==> config.mk <==
export PLATFORM = sky130hd
export DESIGN_NAME = mem_stage_unit
export DESIGN_NICKNAME = d
export VERILOG_FILES = /design/src/rtl/mem_stage_unit_pkg.sv /design/src/rtl/branch_cond_eval.sv /design/src/rtl/mem_stage_unit.sv
export SDC_FILE = /design/constraint.sdc
export NUM_CORES = 1
export LEC_CHECK = 0
export ABC_CLOCK_PERIOD_IN_PS = 2540
export BUFFER_PORTS_ARGS = -buffer_cell sky130_fd_sc_hd__buf_2
export CORE_UTILIZATION = 46
export DETAILED_ROUTE_END_ITERATION = 6
export GPL_TIMING_DRIVEN = 0
export PLACE_DENSITY = 0.8
export SETUP_SLACK_MARGIN = 0.15
export SYNTH_ARGS = -nofsm -noshare
export SYNTH_HDL_FRONTEND = slang
export SYNTH_HIERARCHICAL = 1
export SYNTH_SLANG_ARGS = --single-unit
==> constraint.sdc <==
create_clock -name Clk -period 2.54 [get_ports Clk]
set_clock_uncertainty 0.15 [all_clocks]
set_input_delay 0.127 -clock Clk [delete_from_list [all_inputs] [get_ports Clk]]
set_output_delay 0.127 -clock Clk [all_outputs]
set_load 0.05 [all_outputs]
==> src/rtl/mem_stage_unit_pkg.sv <==
// Shared definitions for the MEM stage: branch condition codes, access FSM
// encoding and the MEM/WB register layout.
package mem_stage_unit_pkg;

    localparam logic [2:0] COND_NEVER  = 3'b000;
    localparam logic [2:0] COND_EQ     = 3'b001;
    localparam logic [2:0] COND_NE     = 3'b010;
    localparam logic [2:0] COND_LT     = 3'b011;
    localparam logic [2:0] COND_GE     = 3'b100;
    localparam logic [2:0] COND_LE     = 3'b101;
    localparam logic [2:0] COND_GT     = 3'b110;
    localparam logic [2:0] COND_ALWAYS = 3'b111;

    typedef enum logic [1:0] {
        ST_IDLE = 2'd0,
        ST_BUSY = 2'd1,
        ST_DONE = 2'd2
    } mem_state_e;

    typedef struct packed {
        logic [31:0] wb_data;
        logic [4:0]  rd;
        logic [3:0]  byte_en;
    } memwb_t;

    localparam memwb_t MEMWB_BUBBLE = '0;

endpackage

==> src/rtl/branch_cond_eval.sv <==
// Maps a 3-bit branch condition code and the registered ALU flags onto a
// single "condition holds" bit.
module branch_cond_eval
    import mem_stage_unit_pkg::*;
(
    input  logic [2:0] i_condition,
    input  logic       i_less,
    input  logic       i_zero,
    output logic       o_cond_true
);

    always_comb begin
        o_cond_true = 1'b0;
        case (i_condition)
            COND_NEVER:  o_cond_true = 1'b0;
            COND_EQ:     o_cond_true = i_zero;
            COND_NE:     o_cond_true = ~i_zero;
            COND_LT:     o_cond_true = i_less;
            COND_GE:     o_cond_true = ~i_less;
            COND_LE:     o_cond_true = i_less | i_zero;
            COND_GT:     o_cond_true = ~i_less & ~i_zero;
            COND_ALWAYS: o_cond_true = 1'b1;
            default:     o_cond_true = 1'b0;
        endcase
    end

endmodule

==> src/rtl/mem_stage_unit.sv <==
// MEM pipeline stage: branch resolution, req/ack data-memory access with
// upstream stall, and the MEM/WB pipeline register.
module mem_stage_unit
    import mem_stage_unit_pkg::*;
(
    input  logic        Clk,
    input  logic        Rst_n,
    input  logic [31:0] Branch_addr,
    input  logic [2:0]  Condition,
    input  logic        Branch,
    input  logic        Less,
    input  logic        Zero,
    input  logic        Overflow,
    input  logic        OverflowEn,
    input  logic [3:0]  Mem_Byte_Write,
    input  logic        MemWBSrc,
    input  logic [31:0] MemData,
    input  logic [31:0] WBData,
    input  logic [3:0]  Rd_Write_Byte_en,
    input  logic [4:0]  Rd,
    output logic        dmem_req,
    output logic [3:0]  dmem_we,
    output logic [31:0] dmem_addr,
    output logic [31:0] dmem_wdata,
    input  logic        dmem_ack,
    input  logic [31:0] dmem_rdata,
    output logic        stall,
    output logic        flush,
    output logic        pc_redirect,
    output logic [31:0] branch_target,
    output logic [31:0] WB_Data_out,
    output logic [4:0]  Rd_out,
    output logic [3:0]  Rd_Write_Byte_en_out,
    output logic        ovf_exc
);

    logic        w_kill;
    logic        w_access;
    logic        w_cond_true;
    logic        w_taken;
    logic        w_stall;
    mem_state_e  r_state;
    mem_state_e  w_state_next;
    logic        r_dmem_req;
    logic [3:0]  r_dmem_we;
    logic [31:0] r_dmem_addr;
    logic [31:0] r_dmem_wdata;
    logic [31:0] r_load_buf;
    memwb_t      r_memwb;
    memwb_t      w_memwb_next;
    logic        r_ovf_exc;

    // An overflow trap cancels both the memory access and the branch.
    assign w_kill   = OverflowEn & Overflow;
    assign w_access = (MemWBSrc | (|Mem_Byte_Write)) & ~w_kill;

    branch_cond_eval u_branch_cond_eval (
        .i_condition (Condition),
        .i_less      (Less),
        .i_zero      (Zero),
        .o_cond_true (w_cond_true)
    );

    always_comb begin
        w_state_next = r_state;
        w_stall      = 1'b0;
        case (r_state)
            ST_IDLE: begin
                if (w_access) begin
                    w_stall      = 1'b1;
                    w_state_next = ST_BUSY;
                end
            end
            ST_BUSY: begin
                w_stall = 1'b1;
                if (dmem_ack) begin
                    w_state_next = ST_DONE;
                end
            end
            ST_DONE: w_state_next = ST_IDLE;
            default: w_state_next = ST_IDLE;
        endcase
    end

    assign w_taken = Branch & w_cond_true & ~w_kill & (r_state == ST_IDLE);

    // Combinational pipeline controls are held low while reset is asserted.
    assign stall         = w_stall & Rst_n;
    assign flush         = w_taken & Rst_n;
    assign pc_redirect   = w_taken & Rst_n;
    assign branch_target = Branch_addr;

    // Loads take their data from the buffer captured on ack; the instruction
    // only leaves the stage in DONE, when that buffer is valid.
    always_comb begin
        w_memwb_next = MEMWB_BUBBLE;
        if (!w_stall) begin
            w_memwb_next.wb_data = MemWBSrc ? r_load_buf : WBData;
            w_memwb_next.rd      = Rd;
            w_memwb_next.byte_en = w_kill ? 4'd0 : Rd_Write_Byte_en;
        end
    end

    always_ff @(posedge Clk or negedge Rst_n) begin
        if (!Rst_n) begin
            r_state      <= ST_IDLE;
            r_dmem_req   <= 1'b0;
            r_dmem_we    <= 4'd0;
            r_dmem_addr  <= 32'd0;
            r_dmem_wdata <= 32'd0;
            r_load_buf   <= 32'd0;
            r_memwb      <= MEMWB_BUBBLE;
            r_ovf_exc    <= 1'b0;
        end else begin
            r_state <= w_state_next;
            // Request fields are only written on entry to BUSY so they stay
            // stable for the whole time the request is raised.
            if ((r_state == ST_IDLE) && w_access) begin
                r_dmem_req   <= 1'b1;
                r_dmem_addr  <= WBData;
                r_dmem_wdata <= MemData;
                r_dmem_we    <= Mem_Byte_Write;
            end else if ((r_state == ST_BUSY) && dmem_ack) begin
                r_dmem_req <= 1'b0;
                r_load_buf <= dmem_rdata;
            end
            r_memwb   <= w_memwb_next;
            r_ovf_exc <= w_kill & ~w_stall;
        end
    end

    assign dmem_req             = r_dmem_req;
    assign dmem_we              = r_dmem_we;
    assign dmem_addr            = r_dmem_addr;
    assign dmem_wdata           = r_dmem_wdata;
    assign WB_Data_out          = r_memwb.wb_data;
    assign Rd_out               = r_memwb.rd;
    assign Rd_Write_Byte_en_out = r_memwb.byte_en;
    assign ovf_exc              = r_ovf_exc;

endmodule

; ---- Word-level counts from Yosys, hierarchy flattened
; Cells that the tools add are included.
[classes]
eq_ne = 10
muxes = 11
bitwise = 16
n_reduce_logical = 8
[op_table]
columns = op, count
row1 = $mux W41, 1
row2 = $mux W32, 1
row3 = $eq A3 B3 Y1 const B, 4
row4 = $and A1 B1 Y1, 9
row5 = $pmux W1 S8, 1
row6 = $eq A3 B2 Y1 const B, 2
row7 = $not A1 Y1, 5
row8 = $mux W2, 2
row9 = $mux W4, 1
row10 = $ne A2 B2 Y1 const B, 2
row11 = $pmux W2 S2, 1
row12 = $reduce_and A2 Y1, 2
row13 = $reduce_or A4 Y1, 1
row14 = $eq A3 B1 Y1 const B, 1
row15 = $logic_not A3 Y1, 1
row16 = $mux W1, 3
row17 = $eq A2 B1 Y1 const B, 1
row18 = $logic_and A1 B1 Y1, 2
row19 = $logic_not A2 Y1, 1
row20 = $or A1 B1 Y1, 2
row21 = $pmux W1 S2, 1
row22 = $reduce_bool A2 Y1, 1
[totals]
ff_bits = 145
input_bits = 153
out_inout_bits = 146

; ---- Logic depth before layout (Yosys ltp)
; Gate-level depths: netlist (run 1).
[depth]
ltp_word = 7
ltp_mapped = 6
mapped_depth_nobuf = 4

; ---- Cells and area by module
; Netlist (run 1), hierarchy kept.
[by_module_without_submodules]
columns = module, instances, cells_per_inst, area_per_inst_um2, seq_area_each_um2
row1 = mem_stage_unit, 1, 388, 6050.8, 3628.5
row2 = branch_cond_eval, 1, 6, 41.3, 0.0

; ---- Worst setup path after synthesis (run 1)
; OpenSTA, ideal clock, no wires.
[synth_path]
path_kind = register to output
start = register r_state[1]
end = output port pc_redirect
arrival_time_ns = 1.535
slack_ns = 0.728
stages_incl_launch_ff = 4
n_path_buf = 1
path_cell_list = dfrtp_1 -> a211oi_4 -> and4_1 -> buf_4
[synth_between]
elab_chain_cells = 3
[synth_rtl]
columns = element, line_no
row1 = "start, declared", mem_stage_unit.sv:42  ; mem_state_e r_state;
row2 = "start signal, assigned", mem_stage_unit.sv:115  ; r_state <= w_state_next;
row3 = $logic_not A2 Y1, mem_stage_unit.sv:85  ; assign w_taken = Branch & w_cond_true & ~w_kill & (r_state == ST_IDLE);
row4 = $and A1 B1 Y1, mem_stage_unit.sv:85
row5 = $and A1 B1 Y1, -
row6 = "end, declared", mem_stage_unit.sv:29  ; output logic pc_redirect,
; Every way passes these cells.

; ---- Final worst setup path (run 1)
[layout_path]
start = register r_state[0]
end = output port stall
[layout_between]
elab_chain_cells = 3
[layout_rtl]
columns = element, line_no
row1 = $eq A2 B1 Y1 / $logic_not A2 Y1 (equally long branches), mem_stage_unit.sv:67  ; case (r_state)
row2 = $pmux W1 S2 *, mem_stage_unit.sv:67
row3 = $and A1 B1 Y1 *, mem_stage_unit.sv:88  ; assign stall = w_stall & Rst_n;
row4 = "end, declared", mem_stage_unit.sv:27  ; output logic stall,
; Mark *: on every way between the ends. The rest lies on a longest branch, timed or not.

==> results of run 1 <==
==> logic make-up after synthesis <==
group	share of synthesized area, %
buffers and inverters	7.46
AOI/OAI and AO/OA	2.03
and+or+nand+nor	3.84
muxes	27.1
DFF	59.6
==> critical path, stage by stage, from the launching register on <==
cell,delay [ns]
dfrtp_1,0.42
nor3_1,0.08
a221oi_1,0.40
buf_4,0.27
and2_1,0.14
buf_2,0.26
==> synthesized netlist by cell type <==
master | count | area, sq um
a211o_1 | 1 | 8.76
a211oi_4 | 1 | 20.0
a21bo_1 | 1 | 10.0
a21bo_2 | 1 | 10.0
a21oi_1 | 1 | 5.00
a221oi_1 | 1 | 8.76
a22o_1 | 4 | 35.0
a22oi_1 | 1 | 7.51
a31oi_1 | 1 | 6.26
and2_0 | 1 | 6.26
and2_1 | 1 | 6.26
and2b_1 | 1 | 7.51
and4_1 | 1 | 8.76
buf_12 | 6 | 120
buf_2 | 6 | 30.0
buf_4 | 33 | 248
buf_6 | 2 | 22.5
clkbuf_1 | 6 | 22.5
dfrtp_1 | 145 | 3630
inv_1 | 3 | 11.3
mux2_2 | 32 | 360
mux2_4 | 64 | 961
mux2i_1 | 33 | 330
nand2_1 | 1 | 3.75
nor2_1 | 33 | 124
nor2b_1 | 6 | 37.5
nor3_1 | 2 | 10.0
nor3b_1 | 4 | 30.0
o21ai_1 | 1 | 5.00
o31ai_1 | 1 | 7.51
==> final timing paths <==
check                                                  end  slack, ns  depth (start not counted)
min in group asynchronous        dmem_wdata[9]$_DFFE_PN0P_       0.16                          3
worst min register to register        dmem_req$_DFFE_PN0P_       0.35                          1
max in group asynchronous       dmem_wdata[27]$_DFFE_PN0P_       1.71                          3
worst min-delay path                dmem_we[2]$_DFFE_PN0P_       0.03                          3
worst max register to register  r_load_buf[26]$_DFFE_PN0P_       0.56                          4
worst max-delay path                                 stall       0.26                          5
==> cell usage in the layout (no fill, tap or decap), types with 6 or more instances in the layout <==
cell type / netlist / routed
nor2_1: 33 / 33
mux2_2: 32 / 32
buf_12: 6 / 6
buf_2: 6 / 269
nor2b_1: 6 / 6
dlygate4sd3_1: 0 / 111
mux2_4: 64 / 64
clkbuf_16: 0 / 17
mux2i_1: 33 / 33
dfrtp_1: 145 / 145
clkbuf_1: 6 / 9
buf_4: 33 / 34
==> per-stage QoR <==
step / total power, W / utilization [%] / hold slack, ns / instance area, sq um / std cells
5_1_grt: 0.0134 / 73.7 / 0.0224 / 9420 / 976
4_1_cts: 0.0128 / 73.7 / 0.00392 / 9420 / 976
2_1_floorplan: 0.00865 / - / -0.319 / 6090 / 394
3_5_place_dp: 0.0101 / 60.0 / 0.00435 / 7670 / 832
3_3_place_gp: 0.00990 / 59.8 / 0.170 / 7630 / 831
6_report: 0.0129 / 73.7 / 0.0305 / 9420 / 976
==> sequential cells by signal, indices dropped and copies added, names as in the netlist <==
register / cells
Rd_Write_Byte_en_out: 4
Rd_out: 5
WB_Data_out: 32
dmem_addr: 32
dmem_req: 1
dmem_wdata: 32
dmem_we: 4
ovf_exc: 1
r_load_buf: 32
r_state: 2
==> where the power goes <==
group / switching (W) / internal (W) / leakage [nW] / total [W]
clock: 0.000933 / 0.00162 / 0.297 / 0.00255
combinational: 0.00415 / 0.00227 / 2.89 / 0.00642
sequential: 0.000600 / 0.00333 / 1.77 / 0.00393
==> repair_timing <==
| action | 4_1_cts | 5_1_grt |
|---|---|---|
| setup endpoints to repair | 1 | 0 |
| hold endpoints to repair | 207 | 0 |
| hold buffers | 112 | 0 |
| gates resized for setup | 1 | 0 |
==> layer usage <==
layer  share of wire (%)  global-route usage, %  vias to the layer above  wire length [um]
met1                  38                   28.7                     2353              6850
met3                 6.8                   10.0                       38              1240
met2                  53                   48.0                      226              9620
li1                    -                      -                     2118                 -
met5                   0                      0                        -                 0
met4                 2.3                   12.7                        0               410
==> area by class of cell <==
class / instances / area (sq um) / area share, %
inverters: 3 / 11.3 / 0.120
clock buffers: 23 / 478 / 5.08
repair buffers: 378 / 2500 / 26.5
clock inverters: 9 / 130 / 1.38
well taps: 172 / 215 / 2.29
plain buffers: 53 / 445 / 4.73
flip-flops and latches: 145 / 3630 / 38.5
multi-input cells: 193 / 2010 / 21.3
==> flow_summary.yaml, run 1 <==
run_status:
  run_status: "finished clean"
sta:
  fin_crit_sh_pct: 89.7
  finalHoldViolations: 0
  grt_setup_unrepaired: "no"
  worstMarginPinSlew_ns: 0.857
  min_period_ns: 2.28
  max_freq_ghz: 0.439
  setup_tns_ns: 0
  slew_headroom_pct: 42.9
  drv_slew: 0
  fin_ws_ns: 0.262
  setup_viol: 0
critical_path:
  rr_startpoint: "r_state[1]$_DFFE_PN0P_"
  cp-end-kind: "output pin"
  critPathArrivalTime_ns: 2.00
  crit_required_ns: 2.26
  critical_path_class: "flip-flop to output pin"
  setup.worst_path.start: "r_state[0]$_DFFE_PN0P_"
  cp-start-kind: "flip-flop"
  crit_path_max_fanout: 10
cells_and_area:
  drive_gt1_share_pct: 54.9
  nets: 944
  n_antenna_cell: 0
  nFillCells: 762
  syn2layout_area_growth_pct: 54.6
floorplan:
  rows: 41
  die_w_um: 117
  die_h_um: 117
  die-area_sq_um: 13700
  initial_utilization_pct: 47.7
  core-area_sq_um: 12800
  io_pins: 299
cts:
  cts.htree.levels: 4
  clock_latency_ns: 0.42
  cts_tree: "done"
  cts-buffers-inserted: 17
  clk_pin_slew_worst_paths_ns: 0.05
  cts_root_buf: "clkbuf_16"
  cts.path.max_buffers: 2
  cts.sinks: 145
  cts_setup_buffers: 0
placed_design:
  portBuffers: 265
  place.gp.congestion: 0.783
  dp_slack_ns: 0.399
  detailed_place_hpwl_um: 10600
route:
  wl_per_cell_um: 18.6
  dr.first_iter.drc_count: 271
  ant_nets: 0
  drt-total-wl_um: 18100
  route.detailed.drc: 0
  vias_per_cell: 4.85
  first_pass_iters: 4
  vias: 4735
worst_hold_path:
  hp-class: "input pin to flip-flop"
  min-delay-start: "Overflow"
power:
  ir_drop_v: 0.000842
  p_leak_nw: 4.95
  powerDensity_nw_per_um2: 1370
yosys:
  synth_nets: 547
  yosys_warnings: 6
  seq_area_frac_synth_pct: 59.6
  syn_area_sq_um: 6090
  synth.distinct_cells: 30
  synthCells: 394
  ys_seq_elements: 145
  synth.avg_cell_area_sq_um: 15.5
grt:
  grt_usage_pct: 27.1
  first_global_vias: 5136
  grt_remaining_overflow: 0
  grt_max_degree: 82
  antenna_found_initial: 0
  grt_pass1_wl_um: 27100
flow_run:
  max_cap_violations: 0
(Power assumes the default switching activity.)
==> inputs of run 2 (changes only) <==
--- a/config.mk
+++ b/config.mk
@@ -10,7 +10,7 @@
 export CORE_UTILIZATION = 46
 export DETAILED_ROUTE_END_ITERATION = 6
 export GPL_TIMING_DRIVEN = 0
-export PLACE_DENSITY = 0.8
+export PLACE_DENSITY = 0.77
 export SETUP_SLACK_MARGIN = 0.15
 export SYNTH_ARGS = -nofsm -noshare
 export SYNTH_HDL_FRONTEND = slang
==> run 2 against run 1 <==
Against the previous run:
- the flow now finishes with violations (hold timing)
- design area down 0.76%
- sequential share of layout area rose by 0.29 points
- global-route usage fell by 1.7 points
- critical path depth increased by 2
- fmax is 1.6% higher
- combinational power shrank 0.8%
==> flow_summary.yaml, run 2 (synthesized netlist as in run 1, its figures left out) <==
cts:
  cts-hold-fix-buffers: 110
  cts.htree.levels: 4
  cts.sinks: 145
  cts-buffers-inserted: 17
  cts_root_buf: "clkbuf_16"
  clk_pin_slew_worst_paths_ns: 0.06
  cts_tree: "done"
  clock_latency_ns: 0.41
  cts.path.max_buffers: 2
critical_path:
  critical_path_class: "input pin to output pin"
  crit_end: "stall"
  crit_path_max_fanout: 10
  critPathArrivalTime_ns: 1.97
  cp-start-kind: "input pin"
  crit_path_max_incr_delay_ns: 0.55
  reg2reg_depth: 5
  rr_startpoint: "r_state[1]$_DFFE_PN0P_"
  crit_path_top_delay_cell: "dlygate4sd3_1"
  cp-end-kind: "output pin"
  cpMostUsedCell: "buf_2"
  setup.worst_path.start: "Mem_Byte_Write[1]"
  crit_family: "buffers and inverters"
  reg2reg_slack_ns: 0.56
  r2r_end: "dmem_wdata[9]$_DFFE_PN0P_"
  path_depth: 7
  path_cells: "dlygate4sd3_1, buf_2, nor3_1, a221oi_2, buf_4, and2_1, buf_2"
  crit_required_ns: 2.26
  crit_buf_inv: 4
route:
  dr.first_iter.drc_count: 227
  route.detailed.drc: 0
  wl_per_cell_um: 17.7
  first_pass_iters: 5
  drt-total-wl_um: 17200
  wl_met2_um: 8980
  ant_nets: 0
  vias: 4683
  vias_per_cell: 4.80
  highest_layer: "met4"
  met3_wirelength_um: 1210
  drt-met1-wl_um: 6500
power:
  powerDensity_nw_per_um2: 1350
  p_leak_nw: 4.92
  ir_drop_v: 0.000801
sta:
  finalHoldViolations: 77
  max_freq_ghz: 0.446
  setup_viol: 0
  fin_ws_ns: 0.298
  hold_slack_ns: -0.403
  grt_setup_unrepaired: "no"
  worstMarginPinSlew_ns: 0.832
  drv_slew: 0
  min_period_ns: 2.24
  fin_crit_sh_pct: 88.3
  slew_headroom_pct: 44.5
flow_run:
  max_cap_violations: 0
grt:
  antenna_found_initial: 1
  grt_max_degree: 80
  grt_usage_pct: 25.5
  grt_remaining_overflow: 0
  first_global_vias: 5030
  grt_pass1_wl_um: 25400
cells_and_area:
  stdcell_area_sq_um: 9350
  fin_cells: 975
  mostFrequentLayoutCells: "buf_2, dfrtp_1, dlygate4sd3_1"
  nets: 942
  syn2layout_area_growth_pct: 53.4
  nFillCells: 760
  drive_gt1_share_pct: 55.4
  layout_commonest_cell: "buf_2"
placed_design:
  detailed_place_hpwl_um: 10500
  placed_cell_area_sq_um: 7670
  place.gp.congestion: 0.785
  dp_slack_ns: 0.339
  placedCellCount: 832
  portBuffers: 265
floorplan:
  io_pins: 299
  die-area_sq_um: 13700
  core-area_sq_um: 12800
  rows: 41
  die_w_um: 117
  initial_utilization_pct: 47.7
  die_h_um: 117
worst_hold_path:
  hp-class: "input pin to asynchronous set/reset pin"
run_status:
  violations: "hold timing"
  run_status: "finished, violations left"
## run 2: worst min path at each step
stage / end / depth (start not counted) / startpoint / slack [ns]
5_1_grt: dmem_addr[12]$_DFFE_PN0P_ / 1 / Rst_n / -0.35
3_5_place_dp: dmem_addr[4]$_DFFE_PN0P_ / 1 / Rst_n / 0.06
6_report: dmem_addr[5]$_DFFE_PN0P_ / 1 / Rst_n / -0.40
3_3_place_gp: r_state[0]$_DFFE_PN0P_ / 2 / dmem_ack / 0.17
4_1_cts: dmem_addr[5]$_DFFE_PN0P_ / 1 / Rst_n / -0.39
2_1_floorplan: Rd_Write_Byte_en_out[0]$_DFF_PN0_ / 0 / Rst_n / -0.32
## run 2: timing repair
| action | CTS | global route |
|---|---|---|
| pin swaps | 0 | 0 |
| buffers inserted | 0 | 0 |
| resized for setup | 1 | 1 |
| setup endpoints to repair | 1 | 1 |
| hold endpoints to repair | 219 | 77 |
## run 2: stage by stage
stage	utilization (%)	hold slack, ns	setup TNS [ns]	power, W
floorplan	-	-0.319	0	0.00865
global placement	59.8	0.170	-108.71	0.00989
detailed placement	60.0	0.0606	0	0.0101
CTS	73.1	-0.387	0	0.0126
global route	73.2	-0.347	0	0.0132
finish	73.2	-0.403	0	0.0126
## run 2: power breakdown
part / internal, W / switching [W]
clock network: 0.00140 / 0.000974
registers: 0.00333 / 0.000562
logic: 0.00227 / 0.00410
## run 2: final cells by class
| type | instances | area (sq um) | share of cell area (%) |
|---|---|---|---|
| clock inverters | 13 | 113 | 1.20 |
| diodes | 1 | 2.50 | 0.0268 |
| multi-input cells | 193 | 2020 | 21.6 |
| plain buffers | 53 | 445 | 4.77 |
| flip-flops and latches | 145 | 3630 | 38.8 |
| well taps | 172 | 215 | 2.30 |
| repair buffers | 376 | 2460 | 26.3 |
| inverters | 3 | 11.3 | 0.120 |
| clock buffers | 19 | 453 | 4.85 |
## run 2: layer usage
| metal | vias to the layer above | track usage (%) |
|---|---|---|
| met5 | - | 0 |
| met4 | 0 | 12.8 |
| met3 | 46 | 7.11 |
| met2 | 248 | 46.2 |
| met1 | 2282 | 27.2 |
| li1 | 2107 | - |
## run 2: worst register-to-register path, cell delays in order (launching register included)
cell and delay, ns:
dfrtp_1 0.45, a211oi_4 0.35, a21bo_1 0.26, buf_6 0.17
buf_12 0.17, mux2_4 0.31
==> inputs of run 3 (changes only) <==
--- a/config.mk
+++ b/config.mk
@@ -5,12 +5,13 @@
 export SDC_FILE = /design/constraint.sdc
 export NUM_CORES = 1
 export LEC_CHECK = 0
+export ABC_AREA = 1
 export ABC_CLOCK_PERIOD_IN_PS = 2540
 export BUFFER_PORTS_ARGS = -buffer_cell sky130_fd_sc_hd__buf_2
 export CORE_UTILIZATION = 46
 export DETAILED_ROUTE_END_ITERATION = 6
 export GPL_TIMING_DRIVEN = 0
-export PLACE_DENSITY = 0.77
+export PLACE_DENSITY = 0.78
 export SETUP_SLACK_MARGIN = 0.15
 export SYNTH_ARGS = -nofsm -noshare
 export SYNTH_HDL_FRONTEND = slang
==> run 3 against run 2 <==
Against the previous run:
- design area fell by 0.56%
- highest routed layer unchanged
- count of clock-buffer cells in the layout rose by 2
- sequential cell count did not move
- core utilization rose by 0.48 points
- area after synthesis fell by 2.3%
- power fell by 6.4%
- register-to-register slack improved by 0.17 ns
- clock power rose by 3%
- global-route usage rose by 3.7 points
- critical path depth fell by 1
- fmax rose by 3.9%
- the run still ends with hold timing left
==> flow_summary.yaml, run 3 <==
flow_run:
  max_cap_violations: 0
yosys:
  seq_area_frac_synth_pct: 61.0
  yosysTopAreaCell: "dfrtp_1"
  synth.avg_cell_area_sq_um: 9.40
  yosysTopAreaCellShare_pct: 61.0
  synth-edff-count: 0
  synth.most_common_cell: "nand2_1"
  yosys-top-cells-area: "dfrtp_1, nand2_1, nand3_1"
  syn_area_sq_um: 5950
  ys_seq_elements: 145
  synth_nets: 786
  ys.flop_type: "dfrtp_1"
  yosys_warnings: 6
  synthCells: 633
  synth.distinct_cells: 16
  synthTopCellsByCount: "nand2_1, dfrtp_1, nand3_1"
  async_reset_ff_share_pct: 100
cells_and_area:
  n_antenna_cell: 0
  mostFrequentLayoutCells: "buf_2, nand2_1, dfrtp_1"
  drive_gt1_share_pct: 35.0
  nets: 1190
  stdcell_area_sq_um: 9290
  nFillCells: 822
  layout_commonest_cell: "buf_2"
  syn2layout_area_growth_pct: 56.1
critical_path:
  rr_startpoint: "r_state[0]$_DFFE_PN0P_"
  cp-end-kind: "output pin"
  reg2reg_slack_ns: 0.73
  cp-start-kind: "input pin"
  r2r_end: "r_load_buf[31]$_DFFE_PN0P_"
  crit_path_max_fanout: 79
  critical_path_class: "input pin to output pin"
  reg2reg_depth: 7
  crit_required_ns: 2.26
  critPathArrivalTime_ns: 1.88
  setup.worst_path.start: "Rst_n"
route:
  wl_per_cell_um: 15.7
  drt-total-wl_um: 19200
  dr.first_iter.drc_count: 421
  ant_nets: 0
  vias_per_cell: 4.92
  vias: 6016
  route.detailed.drc: 0
  first_pass_iters: 6
grt:
  grt_max_degree: 80
  grt_pass1_wl_um: 29300
  grt_remaining_overflow: 0
  first_global_vias: 6047
  grt_usage_pct: 29.2
  antenna_found_initial: 0
cts:
  cts_root_buf: "clkbuf_16"
  cts_tree: "done"
  cts-buffers-inserted: 17
  cts_setup_buffers: 0
  cts.path.max_buffers: 2
  clock_latency_ns: 0.42
  cts-hold-fix-buffers: 119
  clk_pin_slew_worst_paths_ns: 0.06
  cts.sinks: 145
  cts.htree.levels: 4
placed_design:
  placed_cell_area_sq_um: 7530
  portBuffers: 265
  detailed_place_hpwl_um: 11500
  place.gp.congestion: 0.798
floorplan:
  die_h_um: 116
  core-area_sq_um: 12600
  io_pins: 299
  initial_utilization_pct: 47.2
  die-area_sq_um: 13400
  rows: 41
  die_w_um: 116
sta:
  hold_slack_ns: -0.445
  finalHoldViolations: 69
  min_period_ns: 2.16
  slew_headroom_pct: 63.2
  setup_viol: 0
  setup_tns_ns: 0
  fin_crit_sh_pct: 85.0
  drv_slew: 0
  grt_setup_unrepaired: "no"
  worstMarginPinSlew_ns: 0.552
  max_freq_ghz: 0.463
worst_hold_path:
  hp-class: "input pin to asynchronous set/reset pin"
power:
  p_leak_nw: 5.31
  ir_drop_v: 0.000669
  powerDensity_nw_per_um2: 1270
run_status:
  run_status: "finished, violations left"
  violations: "hold timing"
[run 3: worst max-delay path, stage by stage]
cell,delay (ns)
clkbuf_8,0.45
buf_16,0.38
nand3_1,0.14
nor3_1,0.31
buf_4,0.16
buf_2,0.25
[run 3: repair_timing]
| item | in CTS | in global routing |
|---|---|---|
| gates resized for setup | 0 | 1 |
| hold endpoints to repair | 212 | 68 |
| setup endpoints to repair | 0 | 1 |
[run 3: how the worst max path moves through the flow]
| stage | endpoint | slack, ns | cells past startpoint |
|---|---|---|---|
| after floorplan | pc_redirect | 0.26 | 9 |
| after global placement | pc_redirect | -1.49 | 5 |
| after detailed placement | pc_redirect | 0.28 | 6 |
| after CTS | pc_redirect | 0.26 | 6 |
| after global routing | pc_redirect | 0.19 | 6 |
| final | pc_redirect | 0.38 | 6 |
[run 3: cell families after synthesis]
family	Yosys count	synth area share, %
flip-flops	145	61.0
AO/OA/AOI/OAI	4	0.336
buffers and inverters	83	8.20
AND/OR/NAND/NOR	369	25.1
multiplexers	32	5.38
[run 3: stage by stage]
step	setup slack [ns]	hold slack [ns]	cells	utilization [%]	total power, W
after floorplan	0.263	-0.319	633	-	0.00768
after global placement	-1.49	0.170	1070	59.4	0.00900
after detailed placement	0.276	0.0219	1071	59.6	0.00911
after CTS	0.265	-0.427	1222	73.6	0.0117
after global routing	0.190	-0.402	1222	73.6	0.0124
final	0.381	-0.445	1222	73.6	0.0118
[run 3: power breakdown]
group / switching (W) / internal [W] / total [W]
registers: 0.000491 / 0.00325 / 0.00374
clock network: 0.000941 / 0.00149 / 0.00243
logic: 0.00427 / 0.00138 / 0.00565
[run 3: routing by layer]
metal	track usage, %	wire length [um]
met1	33.1	7280
met2	52.0	9860
met3	6.85	1450
met4	13.8	607
met5	0	0
[run 3: area by class of cell]
type | instances | area (sq um) | area share (%)
well taps | 172 | 215 | 2.32
inverters | 15 | 56.3 | 0.606
plain buffers | 68 | 432 | 4.65
repair buffers | 385 | 2550 | 27.5
flip-flops and latches | 145 | 3630 | 39.0
multi-input cells | 405 | 1840 | 19.8
clock buffers | 21 | 460 | 4.95
clock inverters | 11 | 111 | 1.20
